<file path="config.mk">
export PLATFORM = sky130hd
export DESIGN_NAME = remove_cp
export DESIGN_NICKNAME = d
export VERILOG_FILES = /design/src/rtl/rx_pkg.sv /design/src/rtl/remove_cp.sv
export SDC_FILE = /design/constraint.sdc
export NUM_CORES = 1
export LEC_CHECK = 0
export ABC_CLOCK_PERIOD_IN_PS = 4100
export CORE_ASPECT_RATIO = 0.9
export CORE_MARGIN = 5
export CORE_UTILIZATION = 50
export DETAILED_ROUTE_END_ITERATION = 8
export PLACE_DENSITY = 0.83
export RECOVER_POWER = 100
export SYNTH_ARGS = -nofsm -noshare
export SYNTH_HDL_FRONTEND = slang
export SYNTH_SLANG_ARGS = --single-unit
</file>
<file path="constraint.sdc">
create_clock -name CLK_I -period 4.1 [get_ports CLK_I]
set_input_delay 0.41 -clock CLK_I [delete_from_list [all_inputs] [get_ports CLK_I]]
set_output_delay 0.41 -clock CLK_I [all_outputs]
set_load 0.01 [all_outputs]
</file>
<file path="src/rtl/rx_pkg.sv">
// Constants and state encoding shared by the cyclic-prefix inserter (TX) and remover (RX)
// so that both ends of the link agree on the symbol framing.
package rx_pkg;

    localparam int LCP_DEF  = 16;
    localparam int NFFT_DEF = 48;
    localparam int DW_DEF   = 16;

    typedef enum logic [1:0] {
        IDLE = 2'd0,
        CP   = 2'd1,
        BODY = 2'd2
    } rx_state_e;

endpackage

</file>
<file path="src/rtl/remove_cp.sv">
// Receive-side cyclic-prefix remover: drops the first LCP samples of every symbol
// and forwards the NFFT body samples with start/end-of-symbol flags.
module remove_cp
    import rx_pkg::*;
#(
    parameter int LCP  = LCP_DEF,
    parameter int NFFT = NFFT_DEF,
    parameter int NSYM = 0,
    parameter int DW   = DW_DEF
) (
    input  logic          CLK_I,
    input  logic          RST_I,
    input  logic [DW-1:0] DAT_I_r,
    input  logic [DW-1:0] DAT_I_i,
    input  logic          STB_I,
    input  logic          SYNC_I,
    output logic [DW-1:0] DAT_O_r,
    output logic [DW-1:0] DAT_O_i,
    output logic          ACK_O,
    output logic          SOS_O,
    output logic          EOS_O,
    output logic [15:0]   SYM_CNT_O,
    output logic          BUSY_O,
    output logic          ERR_O
);

    localparam int CW = $clog2((LCP > NFFT) ? LCP : NFFT);
    localparam logic [CW-1:0] CP_LAST   = CW'(LCP - 1);
    localparam logic [CW-1:0] BODY_LAST = CW'(NFFT - 1);

    rx_state_e     state_q, state_d;
    logic [CW-1:0] cnt_q, cnt_d;
    logic [15:0]   symCnt_q, symCnt_d;
    logic          boundary_q, boundary_d;
    logic [DW-1:0] datR_q, datR_d, datI_q, datI_d;
    logic          ack_q, ack_d, sos_q, sos_d, eos_q, eos_d;
    logic          err_q, err_d, busy_q;
    logic          lastBody;
    logic [15:0]   symInc;

    assign lastBody = (state_q == BODY) && (cnt_q == BODY_LAST);
    assign symInc   = symCnt_q + 16'd1;

    // SYNC_I is honoured in IDLE, CP and BODY except on the last body sample: that sample
    // is real payload, so it is forwarded with EOS and the sync request is dropped.
    always_comb begin
        state_d    = state_q;
        cnt_d      = cnt_q;
        symCnt_d   = symCnt_q;
        boundary_d = boundary_q;
        datR_d     = datR_q;
        datI_d     = datI_q;
        ack_d      = 1'b0;
        sos_d      = 1'b0;
        eos_d      = 1'b0;
        err_d      = 1'b0;
        if (STB_I) begin
            if (SYNC_I && !lastBody) begin
                err_d      = (state_q != IDLE) && !boundary_q;
                symCnt_d   = 16'd0;
                boundary_d = 1'b0;
                if (LCP == 1) begin
                    state_d = BODY;
                    cnt_d   = '0;
                end else begin
                    state_d = CP;
                    cnt_d   = CW'(1);
                end
            end else begin
                case (state_q)
                    CP: begin
                        boundary_d = 1'b0;
                        if (cnt_q == CP_LAST) begin
                            cnt_d   = '0;
                            state_d = BODY;
                        end else begin
                            cnt_d = cnt_q + CW'(1);
                        end
                    end
                    BODY: begin
                        ack_d  = 1'b1;
                        datR_d = DAT_I_r;
                        datI_d = DAT_I_i;
                        sos_d  = (cnt_q == '0);
                        eos_d  = lastBody;
                        if (lastBody) begin
                            cnt_d      = '0;
                            symCnt_d   = symInc;
                            boundary_d = 1'b1;
                            state_d    = ((NSYM != 0) && (symInc == 16'(NSYM))) ? IDLE : CP;
                        end else begin
                            cnt_d      = cnt_q + CW'(1);
                            boundary_d = 1'b0;
                        end
                    end
                    default: ;
                endcase
            end
        end
    end

    always_ff @(posedge CLK_I or posedge RST_I) begin
        if (RST_I) begin
            state_q    <= IDLE;
            cnt_q      <= '0;
            symCnt_q   <= 16'd0;
            boundary_q <= 1'b0;
            datR_q     <= '0;
            datI_q     <= '0;
            ack_q      <= 1'b0;
            sos_q      <= 1'b0;
            eos_q      <= 1'b0;
            err_q      <= 1'b0;
            busy_q     <= 1'b0;
        end else begin
            state_q    <= state_d;
            cnt_q      <= cnt_d;
            symCnt_q   <= symCnt_d;
            boundary_q <= boundary_d;
            datR_q     <= datR_d;
            datI_q     <= datI_d;
            ack_q      <= ack_d;
            sos_q      <= sos_d;
            eos_q      <= eos_d;
            err_q      <= err_d;
            busy_q     <= (state_d != IDLE);
        end
    end

    assign DAT_O_r   = datR_q;
    assign DAT_O_i   = datI_q;
    assign ACK_O     = ack_q;
    assign SOS_O     = sos_q;
    assign EOS_O     = eos_q;
    assign SYM_CNT_O = symCnt_q;
    assign BUSY_O    = busy_q;
    assign ERR_O     = err_q;

endmodule

</file>
==> impl_metrics.ini <==
[global_route]
first_global_vias = 2230
gr-usage-all-layers_pct = 19.83
grt.overflow.total = 0
antenna_found_initial = 0
grt_first_pass_wirelength_mm = 10.78
pin_count_of_the_biggest_net_entering_global_routing = 45

[synth]
sequential_cell_area_fraction_in_the_yosys_report_pct = 55.16
synth-compound-area-share_pct = 12.19
netlist_instances = 237
ys_dominant_reg_cell = sky130_fd_sc_hd__dfrtp_1
yosysTopAreaCellShare_pct = 55.16
yosys.area.top_type = sky130_fd_sc_hd__dfrtp_1
yosys_warnings = 0
synth_area_leaders = sky130_fd_sc_hd__dfrtp_1, sky130_fd_sc_hd__mux2_2, sky130_fd_sc_hd__ha_1
number_of_enable_type_register_cells_in_the_synthesized_netlist = 0
synth_cell_type_count = 40
async_reset_ff_share_pct = 100.0
muxShareOfSynthArea_pct = 13.21
combinational_family_with_the_most_area_after_synthesis = multiplexers
synth_area_sq_um = 2813
xor_xnor_share_of_the_synthesized_area_pct = 0.9342
mappedNetlistNets = 279
post_synth_fa_ha_maj_area_fraction_pct = 2.669
post_synth.cell_area_avg_sq_um = 11.87
synth.ff_latch_count = 62
synth_simple_gate_area_share_pct = 12.90

[die]
core_area_sq_um = 5349
pin_count = 89
floorplan.die.width_um = 89.06
floorplan.initialDensity_pct = 52.58
placement_rows = 25
die_area_sq_um = 7228
dieHeight_um = 81.16

[power_and_ir_drop]
total_power_mw = 1.780
power_leakage_nw = 1.828
power_density_of_the_placed_cells_nw_per_um2 = 450.5
peak_ir_drop_on_the_vdd_network_mv = 0.2977

[place]
port_buffers = 88
gp_congestion = 0.8886
pre_cts_slack_ps = 1440
dpl.cell_count = 381
hpwlAfterDp_mm = 4.877

[timing]
rsz0062_at_grt = no
final.setup_skew_ps = 8.774
worst_slew_pin_slew_ps = 1887
maxClockFrequency_mhz = 342.1
relSlewSlack_pct = -25.77
timing.final.hold_violations = 0
finalWorstPathRequiredPeriod_ps = 2923
final-setup-viol-count = 0
finalSetupTns_ps = 0
fin_ws_ps = 1177
final_max_slew_violation_count = 108
period_utilisation_layout_pct = 71.29

[critical_path]
largest_fanout_of_any_net_on_the_critical_path = 27
crit_start = SYNC_I
critical_path_arrival_ps = 3170
reg2reg_to = DAT_O_i[8]
critical_path_class = in -> reg
reg2reg_depth = 5
ff2ff_setup_slack_ps = 1180
required_time_at_the_endpoint_of_the_critical_path_ps = 4350
critPathLaunchType = input port
timing.rr.start = cnt_q[1]
worst_setup_path_end_kind = register

[min_path]
min_delay_path_depth = 1
hold_end = ERR_O
min_from = boundary_q
hold_class = reg -> reg

[outcome]
failed_checks = max-capacitance violations, max-slew violations
run_status = finished with violations

[clocking]
post_cts_hold_buffer_count = 0
postCtsSetupRepairBufs = 0
cts_sinks = 62
cts-htree-levels = 3
cts_root_buffer = sky130_fd_sc_hd__clkbuf_8
cts_tree = yes
worst_skew_pair.late_latency_ps = 340
clk_transition_reported_paths_ps = 70
tritoncts.num_buffers = 9
cts_buffer_depth = 2
cts_resized = 0

[detailed_routing]
routed_wirelength_mm = 6.805
dr_total_vias = 2269
vias_per_cell = 5.715
detail_route.first_pass.iterations = 5
wl_per_cell_um = 17.14
post-route-drc-count = 0
antenna_nets_post_route = 0
initialDrtViolationCount = 93

[layout]
insertedDiodeCount = 0
layout-area-overhead-vs-synth_pct = 40.44
layout.nets = 367
final_cell_count_no_fill = 397
postLayoutCoreUtil_pct = 73.85
layout.filler_cells = 374
drive_above_1_share_pct = 13.33

[flow_run]
max_cap_violation_count = 3
how the worst max path moves through the flow:
stage	to	slack, ps
2_1_floorplan	BUSY_O	2090
3_3_place_gp	DAT_O_i[13]	1470
3_5_place_dp	DAT_O_i[13]	1440
4_1_cts	DAT_O_i[13]	1620
5_1_grt	cnt_q[1]	870
6_report	SYM_CNT_O[4]	1180
metrics by stage:
stage,hold WS (ps),instance area [sq um]
6_report,435.5,3950
5_1_grt,468.5,3950
4_1_cts,440.2,3980
3_5_place_dp,425.6,3732
3_3_place_gp,423.9,3732
2_1_floorplan,409.5,2813
synthesized netlist by cell type, types with 3 or more instances:
master                      n
sky130_fd_sc_hd__dfrtp_1   62
sky130_fd_sc_hd__mux2_2    29
sky130_fd_sc_hd__nand2_1   20
sky130_fd_sc_hd__o21ai_0   12
sky130_fd_sc_hd__a21oi_1   11
sky130_fd_sc_hd__o31ai_1   10
sky130_fd_sc_hd__or4_1      7
sky130_fd_sc_hd__ha_1       6
sky130_fd_sc_hd__inv_1      6
sky130_fd_sc_hd__nand3_1    6
sky130_fd_sc_hd__clkbuf_1   5
sky130_fd_sc_hd__nor2_1     5
sky130_fd_sc_hd__and3_1     4
sky130_fd_sc_hd__mux2_1     4
sky130_fd_sc_hd__nand4_1    4
sky130_fd_sc_hd__nor3_1     4
sky130_fd_sc_hd__or3_1      4
sky130_fd_sc_hd__and4_1     3
sky130_fd_sc_hd__buf_2      3
sky130_fd_sc_hd__buf_4      3
sequential cells by signal, indices dropped and copies added, names as in the netlist, 2 cells and up:
signal and cells:
DAT_O_i 16, DAT_O_r 16, SYM_CNT_O 16, cnt_q 6
state_q 2
final cells by class:
| type | instances | area, sq um | area share, % |
|---|---|---|---|
| clock inverters | 5 | 106.4 | 2.692 |
| repair buffers | 89 | 884.6 | 22.39 |
| inverters | 6 | 22.52 | 0.5702 |
| multi-input cells | 157 | 1160 | 29.36 |
| clock buffers | 11 | 141.4 | 3.579 |
| flip-flops and latches | 62 | 1551 | 39.28 |
| well taps | 67 | 83.83 | 2.122 |
kinds of logic after synthesis:
| kind of cell | count (synthesis) |
|---|---|
| simple gates | 65 |
| flops | 62 |
| xor+xnor | 3 |
| compound gates | 50 |
| fa+ha+maj | 6 |
| buf+inv | 18 |
| mux | 33 |
power by group:
group	switching [mW]	leakage [nW]	internal (mW)
clock network	0.238	0.120	0.422
logic	0.161	0.884	0.202
registers	0.0576	0.824	0.699
routing by layer:
metal,wire length [um],global-route usage [%]
met5,0,0
met4,76,4.911
met3,580,8.012
met2,3351,32.79
met1,2796,24.31
cells in the final DEF, fill, tap and decap left out, drive strengths merged, types with 5 or more instances in the layout:
cell type	synthesis	final
or4	7	7
nor2	5	5
ha	6	6
inv	6	6
clkbuf	5	12
nand2	20	20
mux2	33	33
dfrtp	62	62
o31ai	10	10
dlygate4sd3	0	55
o21ai	12	12
nand3	6	6
a21oi	12	12
clkdlybuf4s50	0	33
worst max-delay path, cell delays in order:
cell and delay [ps]:
sky130_fd_sc_hd__dlygate4sd3_1 700, sky130_fd_sc_hd__and2_0 230, sky130_fd_sc_hd__a41oi_1 1350, sky130_fd_sc_hd__o21ai_0 340, sky130_fd_sc_hd__o31ai_1 140
(Power assumes the default switching activity.)
